`src/rtl/udp_oe_pkg.sv`:
```
// rtl/udp_oe_pkg.sv - shared types and constants for the UDP offload engine TX path
package udp_oe_pkg;

   typedef enum logic [1:0] {
      ARB_IDLE = 2'd0,
      ARB_ARP  = 2'd1,
      ARB_UDP  = 2'd2
   } arb_state_t;

   localparam int MAX_ARP_BURST_DEFAULT = 2;

   // Saturating increment used by the ARP burst limiter.
   function automatic logic [3:0] sat_inc4(input logic [3:0] v, input logic [3:0] lim);
      return (v >= lim) ? lim : v + 4'd1;
   endfunction

endpackage

```
`src/rtl/udp_oe_axis_outreg.sv`:
```
// rtl/udp_oe_axis_outreg.sv - single-stage registered stream output with ready pass-back
module udp_oe_axis_outreg #(
   parameter int DATA_W = 64
) (
   input  logic                  clk,
   input  logic                  rst,
   input  logic                  s_tvalid,
   output logic                  s_tready,
   input  logic [DATA_W-1:0]     s_tdata,
   input  logic [DATA_W/8-1:0]   s_tkeep,
   input  logic                  s_tlast,
   output logic                  m_tvalid,
   output logic [DATA_W-1:0]     m_tdata,
   output logic [DATA_W/8-1:0]   m_tkeep,
   output logic                  m_tlast,
   input  logic                  m_tready
);

   // Space exists when the register is empty or is being drained this cycle.
   assign s_tready = !m_tvalid || m_tready;

   always_ff @(posedge clk) begin
      if (rst) begin
         m_tvalid <= 1'b0;
         m_tdata  <= '0;
         m_tkeep  <= '0;
         m_tlast  <= 1'b0;
      end else if (s_tvalid && s_tready) begin
         m_tvalid <= 1'b1;
         m_tdata  <= s_tdata;
         m_tkeep  <= s_tkeep;
         m_tlast  <= s_tlast;
      end else if (m_tready) begin
         m_tvalid <= 1'b0;
      end
   end

endmodule

```
`src/rtl/udp_oe_tx_arb.sv`:
```
// rtl/udp_oe_tx_arb.sv - packet-atomic 2:1 ARP/UDP arbiter in front of the MAC TX stream
module udp_oe_tx_arb
   import udp_oe_pkg::*;
#(
   parameter int DATA_W        = 64,
   parameter int MAX_ARP_BURST = MAX_ARP_BURST_DEFAULT,
   parameter int CNT_W         = 16
) (
   input  logic                  clk,
   input  logic                  rst,
   input  logic                  tx_enable,
   input  logic                  arp_tvalid,
   output logic                  arp_tready,
   input  logic                  arp_tlast,
   input  logic [DATA_W-1:0]     arp_tdata,
   input  logic [DATA_W/8-1:0]   arp_tkeep,
   input  logic                  udp_tvalid,
   output logic                  udp_tready,
   input  logic                  udp_tlast,
   input  logic [DATA_W-1:0]     udp_tdata,
   input  logic [DATA_W/8-1:0]   udp_tkeep,
   output logic                  m_tvalid,
   output logic                  m_tlast,
   output logic [DATA_W-1:0]     m_tdata,
   output logic [DATA_W/8-1:0]   m_tkeep,
   input  logic                  m_tready,
   output logic [1:0]            arb_state,
   output logic [CNT_W-1:0]      arp_frame_cnt,
   output logic [CNT_W-1:0]      udp_frame_cnt
);

   localparam int               KEEP_W    = DATA_W / 8;
   localparam logic [3:0]       BURST_LIM = 4'(MAX_ARP_BURST);
   localparam logic [CNT_W-1:0] CNT_ONE   = {{(CNT_W-1){1'b0}}, 1'b1};

   arb_state_t          state;
   logic [3:0]          arp_streak;
   logic                out_ready;
   logic                arp_acc;
   logic                udp_acc;
   logic                ld_valid;
   logic                ld_last;
   logic [DATA_W-1:0]   ld_data;
   logic [KEEP_W-1:0]   ld_keep;

   // Only the granted source sees ready; it follows the output stage directly.
   assign arp_tready = (state == ARB_ARP) && out_ready;
   assign udp_tready = (state == ARB_UDP) && out_ready;
   assign arp_acc    = arp_tvalid && arp_tready;
   assign udp_acc    = udp_tvalid && udp_tready;
   assign arb_state  = state;

   always_comb begin
      ld_valid = arp_acc || udp_acc;
      ld_data  = arp_tdata;
      ld_keep  = arp_tkeep;
      ld_last  = arp_tlast;
      if (state == ARB_UDP) begin
         ld_data = udp_tdata;
         ld_keep = udp_tkeep;
         ld_last = udp_tlast;
      end
   end

   udp_oe_axis_outreg #(
      .DATA_W (DATA_W)
   ) u_outreg (
      .clk      (clk),
      .rst      (rst),
      .s_tvalid (ld_valid),
      .s_tready (out_ready),
      .s_tdata  (ld_data),
      .s_tkeep  (ld_keep),
      .s_tlast  (ld_last),
      .m_tvalid (m_tvalid),
      .m_tdata  (m_tdata),
      .m_tkeep  (m_tkeep),
      .m_tlast  (m_tlast),
      .m_tready (m_tready)
   );

   always_ff @(posedge clk) begin
      if (rst) begin
         state         <= ARB_IDLE;
         arp_streak    <= 4'd0;
         arp_frame_cnt <= '0;
         udp_frame_cnt <= '0;
      end else begin
         case (state)
            ARB_IDLE: begin
               if (tx_enable && (arp_tvalid || udp_tvalid)) begin
                  // ARP wins unless UDP has waited through a full ARP burst.
                  if (arp_tvalid && (!udp_tvalid || arp_streak < BURST_LIM)) begin
                     state <= ARB_ARP;
                     if (udp_tvalid)
                        arp_streak <= sat_inc4(arp_streak, BURST_LIM);
                  end else begin
                     state      <= ARB_UDP;
                     arp_streak <= 4'd0;
                  end
               end
            end
            ARB_ARP: begin
               if (arp_acc && arp_tlast) begin
                  state         <= ARB_IDLE;
                  arp_frame_cnt <= arp_frame_cnt + CNT_ONE;
               end
            end
            ARB_UDP: begin
               if (udp_acc && udp_tlast) begin
                  state         <= ARB_IDLE;
                  udp_frame_cnt <= udp_frame_cnt + CNT_ONE;
               end
            end
            default: state <= ARB_IDLE;
         endcase
      end
   end

endmodule

```
`config.mk`:
```
export PLATFORM = sky130hd
export DESIGN_NAME = udp_oe_tx_arb
export DESIGN_NICKNAME = d
export VERILOG_FILES = /design/src/rtl/udp_oe_pkg.sv /design/src/rtl/udp_oe_axis_outreg.sv /design/src/rtl/udp_oe_tx_arb.sv
export SDC_FILE = /design/constraint.sdc
export NUM_CORES = 1
export LEC_CHECK = 0
export CORE_AREA = 5 5 175 110
export DETAILED_ROUTE_END_ITERATION = 16
export DIE_AREA = 0 0 180 115
export PLACE_DENSITY_LB_ADDON = 0.05
export SLEW_MARGIN = 20
export SYNTH_ARGS = -nofsm -noshare
export SYNTH_HDL_FRONTEND = slang
export SYNTH_HIERARCHICAL = 1
export SYNTH_SLANG_ARGS = --single-unit
```
`constraint.sdc`:
```
create_clock -name clk -period 2.3 [get_ports clk]
set_clock_uncertainty 0.2 [all_clocks]
set_input_delay 0.23 -clock clk [delete_from_list [all_inputs] [get_ports clk]]
set_output_delay 0.23 -clock clk [all_outputs]
set_load 0.05 [all_outputs]
```
==> report_table.html <==
<table>
<tr><th>Metric</th><th>Value</th></tr>
<tr><th colspan="2">Outcome</th></tr>
<tr><td>Status</td><td>completed</td></tr>
<tr><th colspan="2">GRT</th></tr>
<tr><td>First-pass GRT wire length</td><td>30600 um</td></tr>
<tr><td>Antenna violations before repair</td><td>0</td></tr>
<tr><td>Vias in the first global route</td><td>5582</td></tr>
<tr><td>Maximum number of pins on one net before global-route repair</td><td>142</td></tr>
<tr><td>Overflow left after global routing</td><td>0</td></tr>
<tr><td>GRT Util Overall</td><td>17.9%</td></tr>
<tr><th colspan="2">Worst hold path</th></tr>
<tr><td>Number of cells on the worst hold path</td><td>2</td></tr>
<tr><td>Type of the tightest min-delay check</td><td>primary input to flop</td></tr>
<tr><th colspan="2">Yosys</th></tr>
<tr><td>Largest cells by area after synthesis</td><td>sky130_fd_sc_hd__dfxtp_1 38%, sky130_fd_sc_hd__nand2_1 14%, sky130_fd_sc_hd__a21bo_1 7.6%</td></tr>
<tr><td>Fraction of synthesis flops using an asynchronous set or reset pin</td><td>0%</td></tr>
<tr><td>Post-synthesis area per instance</td><td>7.55 um^2</td></tr>
<tr><td>Cell taking the most area after synthesis</td><td>sky130_fd_sc_hd__dfxtp_1</td></tr>
<tr><td>Net count of the mapped netlist</td><td>945</td></tr>
<tr><td>Yosys warning total</td><td>6</td></tr>
<tr><td>Synthesized flop and latch total</td><td>112</td></tr>
<tr><td>Number of distinct library cell variants in the gate-level netlist after synthesis</td><td>44</td></tr>
<tr><td>Number of cells produced by synthesis</td><td>789</td></tr>
<tr><td>Post-Syn Area</td><td>0.00596 mm^2</td></tr>
<tr><td>Flip-flop cell with the highest count after synthesis</td><td>sky130_fd_sc_hd__dfxtp_1</td></tr>
<tr><td>Count of flip-flops with a built-in enable after synthesis</td><td>0</td></tr>
<tr><td>Share of the synthesized area in the top cell type</td><td>37.6%</td></tr>
<tr><td>Sequential share of the synthesized area</td><td>37.6%</td></tr>
<tr><th colspan="2">STA</th></tr>
<tr><td>Post-route worst hold slack</td><td>0.134 ns</td></tr>
<tr><td>Final worst-path cycle share</td><td>93.9%</td></tr>
<tr><td>Headroom to the max-slew limit</td><td>61.1%</td></tr>
<tr><td>Period minus WS final</td><td>2.16 ns</td></tr>
<tr><td>Setup violators final</td><td>0</td></tr>
<tr><td>Unrepaired setup endpoints after global routing</td><td>no</td></tr>
<tr><td>Post-route setup slack</td><td>0.140 ns</td></tr>
<tr><td>Final sum of negative setup slack</td><td>0 ns</td></tr>
<tr><td>Achievable clock frequency</td><td>463 MHz</td></tr>
<tr><td>Count of endpoints failing hold in the final timing report</td><td>0</td></tr>
<tr><td>Transition time at the pin with the least slew margin</td><td>0.584 ns</td></tr>
<tr><td>Final Slew Violations</td><td>0</td></tr>
<tr><th colspan="2">Clock network</th></tr>
<tr><td>H-tree depth reported by CTS</td><td>3</td></tr>
<tr><td>Post-cts gate resize count</td><td>0</td></tr>
<tr><td>Clock buffers created by TritonCTS</td><td>9</td></tr>
<tr><td>CTS clock-pin slew for the worst setup and hold paths</td><td>0.08 ns</td></tr>
<tr><td>CTS tree</td><td>done</td></tr>
<tr><td>Clk_lat worst skew</td><td>0.35 ns</td></tr>
<tr><td>Hold_buf cts</td><td>0</td></tr>
<tr><td>Num Clock Sinks</td><td>112</td></tr>
<tr><td>Root Buffer</td><td>sky130_fd_sc_hd__clkbuf_16</td></tr>
<tr><td>Largest buffer count on any clock path</td><td>2</td></tr>
<tr><td>Post-CTS repair timing setup buffer count</td><td>0</td></tr>
<tr><th colspan="2">Finish</th></tr>
<tr><td>Post-route non-filler standard cell count</td><td>1270</td></tr>
<tr><td>Number of fill cells in the layout</td><td>1679</td></tr>
<tr><td>Nets</td><td>1182</td></tr>
<tr><td>Synth-to-Final Area Change</td><td>54.7%</td></tr>
<tr><td>Share of layout cells above drive strength 1</td><td>9.03%</td></tr>
<tr><td>Diode count</td><td>0</td></tr>
<tr><th colspan="2">Setup path</th></tr>
<tr><td>Kind of cell adding the most delay to the critical path</td><td>buffers and inverters</td></tr>
<tr><td>Delay contributed by the slowest stage of the critical path</td><td>0.88 ns</td></tr>
<tr><td>Type of origin of the critical path</td><td>flop</td></tr>
<tr><td>Data arrival time of the critical path</td><td>1.73 ns</td></tr>
<tr><td>Highest fanout seen on the critical path</td><td>13</td></tr>
<tr><td>Critical Path Slowest Stage Cell</td><td>sky130_fd_sc_hd__clkdlybuf4s50_1</td></tr>
<tr><td>Buffer and inverter count on the worst path</td><td>1</td></tr>
<tr><td>Total stage count of the critical path</td><td>1</td></tr>
<tr><td>Kind of critical path</td><td>flop to output pin</td></tr>
<tr><td>Endpoint kind of the worst setup timing path</td><td>output pin</td></tr>
<tr><td>Cell chain of the critical path</td><td>clkdlybuf4s50_1</td></tr>
<tr><td>Required time of the worst setup path</td><td>1.87 ns</td></tr>
<tr><td>Number of cells on the worst reg-to-reg path</td><td>4</td></tr>
<tr><th colspan="2">Drt</th></tr>
<tr><td>Routed wire length</td><td>19000 um</td></tr>
<tr><td>Via-per-instance ratio</td><td>4.67</td></tr>
<tr><td>Count of nets left with antenna violations after detail routing</td><td>0</td></tr>
<tr><td>Number of DRC violations after detailed-routing iteration 0</td><td>296</td></tr>
<tr><td>Detailed-routing iteration count for the pre-antenna-repair pass</td><td>5</td></tr>
<tr><td>Wire length per cell after detailed routing</td><td>15.0 um</td></tr>
<tr><td>Number of vias after detailed routing</td><td>5937</td></tr>
<tr><td>Remaining routing DRC violations</td><td>0</td></tr>
<tr><th colspan="2">Place</th></tr>
<tr><td>Total placed cells including tap cells</td><td>1255</td></tr>
<tr><td>Setup WS pre-CTS</td><td>0.0140 ns</td></tr>
<tr><td>Placed wire-length estimate after detailed placement</td><td>13700 um</td></tr>
<tr><td>Final weighted congestion of routability-driven global placement</td><td>0.807</td></tr>
<tr><td>Count of input and output buffers</td><td>261</td></tr>
<tr><th colspan="2">Power</th></tr>
<tr><td>Worst vdd rail ir drop</td><td>0.313 mV</td></tr>
<tr><td>Power density relative to cell area</td><td>517 mW/mm^2</td></tr>
<tr><td>Design Power</td><td>4.77 mW</td></tr>
<tr><td>Total leakage power</td><td>3.62 nW</td></tr>
<tr><th colspan="2">Floorplan</th></tr>
<tr><td>Initial standard-cell utilization of the core</td><td>34.0%</td></tr>
<tr><td>Number of standard-cell rows in the floorplan</td><td>38</td></tr>
<tr><td>Horizontal die dimension</td><td>180 um</td></tr>
<tr><td>I/O pin count</td><td>262</td></tr>
<tr><td>Area of the die</td><td>0.0207 mm^2</td></tr>
<tr><td>Core box area</td><td>0.0175 mm^2</td></tr>
<tr><td>Vert. Die Dim</td><td>115 um</td></tr>
<tr><th colspan="2">Flow run</th></tr>
<tr><td>Max_cap viols</td><td>0</td></tr>
</table>
[synthesized netlist by cell type, types with 2 or more instances]
cell	instances
sky130_fd_sc_hd__buf_1	7
sky130_fd_sc_hd__nor3_1	4
sky130_fd_sc_hd__inv_1	8
sky130_fd_sc_hd__nand4b_1	2
sky130_fd_sc_hd__nor2b_1	4
sky130_fd_sc_hd__or4_1	2
sky130_fd_sc_hd__buf_4	3
sky130_fd_sc_hd__nor4_1	7
sky130_fd_sc_hd__nor2_1	26
sky130_fd_sc_hd__clkbuf_1	23
sky130_fd_sc_hd__and4_1	5
sky130_fd_sc_hd__o21ai_0	10
sky130_fd_sc_hd__mux2i_1	2
sky130_fd_sc_hd__dfxtp_1	112
sky130_fd_sc_hd__a21bo_1	45
sky130_fd_sc_hd__ha_1	4
sky130_fd_sc_hd__nand2_1	229
sky130_fd_sc_hd__buf_2	26
sky130_fd_sc_hd__or3_1	7
sky130_fd_sc_hd__mux2_2	4
sky130_fd_sc_hd__buf_6	6
sky130_fd_sc_hd__nand4_1	8
sky130_fd_sc_hd__nand3_1	86
sky130_fd_sc_hd__o31ai_1	3
sky130_fd_sc_hd__and3_1	8
sky130_fd_sc_hd__a21oi_1	88
sky130_fd_sc_hd__xor2_1	6
sky130_fd_sc_hd__xnor2_1	10
sky130_fd_sc_hd__nand3b_1	2
sky130_fd_sc_hd__a21bo_2	28
[layer usage]
| layer | vias up | track usage [%] | routed length [um] |
|---|---|---|---|
| li1 | 3155 | - | - |
| met1 | 2613 | 26.0 | 9710 |
| met2 | 160 | 25.7 | 7760 |
| met3 | 9 | 6.54 | 1410 |
| met4 | 0 | 2.94 | 109 |
| met5 | - | 0 | 0 |
[cell type report]
cell class / instances / area, um^2 / share of cell area [%]
well taps: 240 / 300 / 3.26
clock buffers: 10 / 229 / 2.48
repair buffers: 291 / 2980 / 32.3
flip-flops and latches: 112 / 2250 / 24.4
inverters: 8 / 37.5 / 0.407
multi-input cells: 604 / 3390 / 36.7
clock inverters: 5 / 40.0 / 0.434
[logic make-up after synthesis]
logic type	Yosys count	synth area share, %
AND/OR/NAND/NOR	400	30.6
AO/OA/AOI/OAI	178	21.4
flip-flops	112	37.6
buffers and inverters	73	6.09
XOR/XNOR	16	2.35
multiplexers	6	1.09
adder cells (fa/ha/maj)	4	0.840
[stage by stage]
stage | cell area [um^2] | utilization [%]
after global routing | 9220 | 52.6
after detailed placement | 8950 | 51.0
after CTS | 9220 | 52.6
after floorplan | 5980 | -
final | 9220 | 52.6
after global placement | 8950 | 51.0
[placed cells by master (no fill, tap or decap), types with 6 or more instances in the layout]
master                            instances
sky130_fd_sc_hd__a21bo_1                 45
sky130_fd_sc_hd__a21bo_2                 28
sky130_fd_sc_hd__a21oi_1                 88
sky130_fd_sc_hd__and3_1                   8
sky130_fd_sc_hd__buf_12                  12
sky130_fd_sc_hd__buf_4                   21
sky130_fd_sc_hd__clkbuf_16                9
sky130_fd_sc_hd__clkdlybuf4s50_1        258
sky130_fd_sc_hd__dfxtp_1                110
sky130_fd_sc_hd__inv_1                    6
sky130_fd_sc_hd__nand2_1                229
sky130_fd_sc_hd__nand3_1                 85
sky130_fd_sc_hd__nand4_1                  8
sky130_fd_sc_hd__nor2_1                  26
sky130_fd_sc_hd__nor4_1                   6
sky130_fd_sc_hd__o21ai_0                 10
sky130_fd_sc_hd__or3_1                    7
sky130_fd_sc_hd__xnor2_1                 10
sky130_fd_sc_hd__xor2_1                   6
[state kept, by name (all words and copies together), names as in the netlist]
name,cells
arb_state,2
u_outreg/m_tvalid,1
u_outreg/m_tlast,1
u_outreg/m_tdata,64
u_outreg/m_tkeep,8
arp_streak,4
udp_frame_cnt,16
arp_frame_cnt,16
[where the power goes]
part           internal [mW]  switching [mW]
combinational          0.580           0.667
sequential              2.01          0.0393
clock                  0.741           0.727
[path summary, 6_finish.rpt]
path	startpoint	to	slack [ns]
min	rst	udp_frame_cnt[7]	0.13
max	arb_state[1]	arb_state[1]	0.14
min reg2reg	arp_frame_cnt[15]	arp_frame_cnt[15]	0.29
max reg2reg	udp_frame_cnt[3]	udp_frame_cnt[14]	0.33
Note: power is estimated with default switching activity, not from simulation.
==> patch 1, RTL diff (same flow settings) <==
The parameter `CNT_W` goes from 16 to 20.
--- a/src/rtl/udp_oe_tx_arb.sv
+++ b/src/rtl/udp_oe_tx_arb.sv
@@ -4,7 +4,7 @@
 #(
    parameter int DATA_W        = 64,
    parameter int MAX_ARP_BURST = MAX_ARP_BURST_DEFAULT,
-   parameter int CNT_W         = 16
+   parameter int CNT_W         = 20
 ) (
    input  logic                  clk,
    input  logic                  rst,
Interface: changed (resized arp_frame_cnt and udp_frame_cnt); port bits go from 262 to 270. No check against the original RTL was run, so the function may have changed too.
==> patch 1 against the original RTL <==
Synthesized area grew 4.2%. Total power rose by 27%. Wire length increased by 6.6%. Core utilization is 3.7 points higher. Setup slack about the same. Cell area rose by 7.1%. Count of clock-buffer cells in the layout increased by 9. Synthesized cell count down 14%. Hold slack worse by 0.022 ns. Sequential cell count up 8. Critical path type unchanged. Critical endpoint is now udp_frame_cnt[8]. Largest cell class unchanged.
==> patch 1: results (changes against the original RTL) <==
* Outcome: finished clean
* Sw Ratio at 0.273 (-0.0280)
* Worst min path class: input port to flip-flop
* Clock transition at path regs at 0.06 ns (-0.02 ns)
* R2r setup slk at 0.18 ns (-0.15 ns)
* Cts repair resizes at 1 (+1)
* Largest regs: u_outreg/m_tdata x64, arp_frame_cnt x20, udp_frame_cnt x20
* Iter 0 DRT Violations at 273 (-7.8%)
* Post-synth EDFFs at 0 (unchanged)
* Slowest stage delay, CP at 0.86 ns (-0.02 ns)
* Sequential share of the synthesized area at 0.387 (+0.0107)
* Vias in the first global route at 6224 (+12%)
* Largest fanout on the critical path at 6 (-7)
* Filler cells at 1548 (-7.8%)
* Gpl congestion at 0.845 (+4.7%)
* Hold-critical path endpoint: arp_frame_cnt[0]
* Multi-input logic area at 0.00347 mm^2 (+2.6%)
* P_leak at 3.52 nW (-2.6%)
* Reg2Reg Launch Point: u_outreg/m_tvalid
* Cts bufs inserted at 17 (+8)
* R2r endpoint: arp_frame_cnt[19]
* Most frequent cell after synthesis: dfxtp_1
* Drt pass-1 iters at 4 (-1)
* R2R depth at 6 (+2)
* Overall routing resource usage at 0.190 (+0.0115)
* Layout cells sized above 1 at 0.198 (+0.107)
* DP Area at 0.00923 mm^2 (+3.1%)
* Largest net degree at the start of global routing at 76 (-46%)
* Post-detailed-routing wire length at 20200 um (+6.6%)
* Nets at 1089 (-7.9%)
* Syn Nets at 832 (-12%)
* Htree depth at 4 (+1)
* Clk_lat worst skew at 0.41 ns (+0.06 ns)
* Synth top area cells: dfxtp_1, mux2_2, a21oi_1
* Synth cell types at 40 (-9.1%)
* Vias per Instance at 5.13 (+9.8%)
* Slew @ Worst Pin at 0.600 ns (+0.0167 ns)
* Peak VDD IR at 0.428 mV (+37%)
* Most frequent cells after synthesis: dfxtp_1, a21oi_1, nand3_1
* HPWL after DPL at 14300 um (+4.2%)
* PortBufs at 269 (+3.1%)
## patch 1: cell types whose count changed in the layout (fill, tap and decap cells not counted), sizes merged, moves of 8 or more
cell and change:
or4 +10, o31ai +8, dfxtp +8, mux2 +70, a21oi +12, nand2 -211, clkdlybuf4s50 +8, clkbuf +9
## patch 1: final cells by class
| type | count | share of cell area |
|---|---|---|
| repair buffers | 300 | 0.309 |
| well taps | 240 | 0.0304 |
| flip-flops and latches | 120 | 0.245 |
| multi-input cells | 486 | 0.352 |
| clock buffers | 19 | 0.0459 |
| inverters | 8 | 0.00304 |
| clock inverters | 13 | 0.0148 |
## patch 1: worst max-delay path by stage
| stage | from | cells past startpoint | slack (ns) | to |
|---|---|---|---|---|
| after detailed placement | m_tready | 7 | -0.25 | arp_frame_cnt[19] |
| final | udp_frame_cnt[8] | 1 | 0.14 | udp_frame_cnt[8] |
| after floorplan | u_outreg/m_tvalid | 8 | -0.1 | arp_frame_cnt[18] |
| after CTS | udp_frame_cnt[7] | 1 | 0.12 | udp_frame_cnt[7] |
| after global placement | m_tready | 7 | -0.23 | arp_frame_cnt[19] |
| after global routing | udp_frame_cnt[7] | 1 | 0.03 | udp_frame_cnt[7] |
## patch 1: stage by stage
step                power [mW]  instances  hold slack [ns]  setup WS [ns]
floorplan                 2.90        676            0.182        -0.0984
global placement          3.40       1153            0.263         -0.233
detailed placement        3.42       1153            0.274         -0.255
CTS                       6.15       1186           0.0988          0.118
global route              6.32       1186            0.134         0.0308
finish                    6.07       1186            0.112          0.140
## patch 1: logic make-up (layout without fill, tap and decap cells)
| group | after synthesis | after routing | synth area share |
|---|---|---|---|
| and+or+nand+nor | 192 | 192 | 0.165 |
| xor gates and xnor gates | 15 | 15 | 0.0212 |
| buffers and inverters | 70 | 340 | 0.0562 |
| adders and majority gates | 4 | 4 | 0.00806 |
| DFF | 120 | 120 | 0.387 |
| AOI/OAI and AO/OA | 200 | 200 | 0.226 |
| muxes | 75 | 75 | 0.136 |
## patch 1: routing by layer
| layer | GRT usage | vias to the layer above | wire length (um) |
|---|---|---|---|
| li1 | - | 2973 | - |
| met1 | 0.229 | 2890 | 8780 |
| met2 | 0.320 | 203 | 9460 |
| met3 | 0.0787 | 22 | 1710 |
| met4 | 0.0492 | 0 | 289 |
| met5 | 0 | - | 0 |
## patch 1: power groups by stage
stage	combinational, mW	sequential [mW]	clock, mW
after global routing	1.27	2.19	2.85
after detailed placement	1.19	2.23	0
after floorplan	0.428	2.47	0
final	1.19	2.19	2.69
after global placement	1.18	2.23	0
after CTS	1.21	2.19	2.76
==> patch 2, RTL diff (config.mk and constraints unchanged) <==
Without the edit above. Reset style: asynchronous (`rst`), changed in 2 clocked blocks.
--- a/src/rtl/udp_oe_axis_outreg.sv
+++ b/src/rtl/udp_oe_axis_outreg.sv
@@ -19,7 +19,7 @@
    // Space exists when the register is empty or is being drained this cycle.
    assign s_tready = !m_tvalid || m_tready;
 
-   always_ff @(posedge clk) begin
+   always_ff @(posedge clk or posedge rst) begin
       if (rst) begin
          m_tvalid <= 1'b0;
          m_tdata  <= '0;
--- a/src/rtl/udp_oe_tx_arb.sv
+++ b/src/rtl/udp_oe_tx_arb.sv
@@ -79,7 +79,7 @@
       .m_tready (m_tready)
    );
 
-   always_ff @(posedge clk) begin
+   always_ff @(posedge clk or posedge rst) begin
       if (rst) begin
          state         <= ARB_IDLE;
          arp_streak    <= 4'd0;
Function: differs if rst is asserted again (counterexample within 4 cycles, from zero or initial values and one cycle with rst high); with rst held inactive, the same outputs for 10 cycles.
==> patch 2 against the original RTL <==
Cell area down 2.8%. Count of clock-buffer cells in the layout rose by 2. Fmax shrank 0.35%. Setup slack worse by 0.0075 ns. Sequential cell count stayed put. Synthesized area decreased by 3.8%. Wire length down 11%. Cell count is 17% lower. Synthesized cell count decreased by 30%. Critical path type unchanged.
Power is not compared: it rests on default switching activity, and its combinational part moved more than twofold at a synthesized area within 25%.
==> patch 2: results (changes against the original RTL) <==
* Via Count at 4703 (-21%)
* Gpl congestion at 0.836 (+3.7%)
* Max FFs per register at 64 (unchanged)
* Synth top area cells: dfrtp_1, mux2_4, nand2_1
* Pre-CTS WS at 0.107 ns (+0.0928 ns)
* Largest fanout on the critical path at 7 (-6)
* Outcome: finished clean
* FFs w/ async S/R, synth at 1.00 (+1.00)
* Vias in the first global route at 4896 (-12%)
* Clock transition at path regs at 0.08 ns (about the same)
* Placed insts at 1044 (-17%)
* Warnings, synthesis at 6 (unchanged)
* Worst min path class: input port to asynchronous set/reset pin
* Synth cell types at 37 (-16%)
* Worst path arrival time at 1.74 ns
* HPWL after DPL at 13100 um (-4.7%)
* Largest net degree at the start of global routing at 75 (-47%)
* Post-Synth Adder-Cell Area at 0.00873 (+0.000330)
* Syn Area/Cell at 10.3 um^2 (+37%)
* Met2 usage at 0.244 (-0.0136)
* Mux contribution to synthesized area at 0.193 (+0.182)
* Overall routing resource usage at 0.161 (-0.0184)
* Most frequent cells after synthesis: nand2_1, dfrtp_1, mux2_4
* Post-Route M1 WL at 8040 um (-17%)
* DP Area at 0.00867 mm^2 (-3.1%)
* WL met2 at 7390 um (-4.7%)
* Sequential share of the synthesized area at 0.489 (+0.113)
* Slew @ Worst Pin at 0.736 ns (+0.152 ns)
* XOR/XNOR share of the synthesized area at 0.0458 (+0.0223)
* Top FF cell, synth: dfrtp_1
* Fin cells at 1060 (-17%)
* M3 GR Usage at 0.0610 (-0.00443)
* Grt met1 use at 0.221 (-0.0391)
* Drt pass-1 iters at 4 (-1)
* Nets at 971 (-18%)
* First-pass GRT wire length at 26800 um (-12%)
* Met3 WL at 1320 um (-6.3%)
* Syn Nets at 710 (-25%)
* Antenna cell count at 0 (unchanged)
* Compound-Gate Fraction of Synth Area at 0.00982 (-0.204)
* Iter 0 DRT Violations at 284 (-4.1%)
* Filler cells at 1577 (-6.1%)
* Layout cells sized above 1 at 0.143 (+0.0524)
==> patch 2: changes by cell type after synthesis, sizes merged, moves of 17 or more <==
cell,before,now
clkbuf,23,4
dfrtp,0,112
nand3,86,13
nor2,26,9
buf,42,20
dfxtp,112,0
a21oi,88,3
a21bo,73,0
mux2,4,75
==> patch 2: power by group <==
group | internal [mW] | switching (mW)
sequential | 2.75 | 0.546
combinational | 3.33 | 4.66
clock | 0.740 | 0.708
total | 6.82 | 5.91
==> patch 2: final cells by class <==
type	count	area [um^2]	area share
Clock inverter	4	31.3	0.00349
Inverter	7	30.0	0.00335
Multi-Input combinational cell	411	2770	0.309
Sequential cell	112	2800	0.313
Timing Repair Buffer	274	2790	0.312
Tap cell	240	300	0.0335
Clock buffer	12	236	0.0264
==> patch 2: final timing paths <==
| kind | from | endpoint | slack [ns] | cells after the start |
|---|---|---|---|---|
| setup / recovery | arb_state[0] | arb_state[0] | 0.13 | 1 |
| hold / removal | rst | u_outreg/m_tdata[1] | 0.13 | 2 |
| setup reg to reg | arb_state[0] | u_outreg/m_tdata[17] | 0.15 | 6 |
| hold reg to reg | arp_frame_cnt[15] | arp_frame_cnt[15] | 0.27 | 1 |
| max in group asynchronous | rst | u_outreg/m_tdata[43] | 1.15 | 3 |
| min in group clk | arp_frame_cnt[15] | arp_frame_cnt[15] | 0.27 | 1 |
==> patch 2: timing repair <==
action                     CTS  global route
resized for setup            3             1
setup buffers                0             0
hold buffers                 0             0
setup endpoints to repair    1             1
gates cloned                 0             0
==> patch 2: worst register-to-register path: stages (launching register included) <==
cell and delay, ns:
dfrtp_1 0.53, nor2b_1 0.29, a22oi_1 0.11, nor2_1 0.22, nand2_4 0.15, buf_12 0.21
mux2_4 0.34
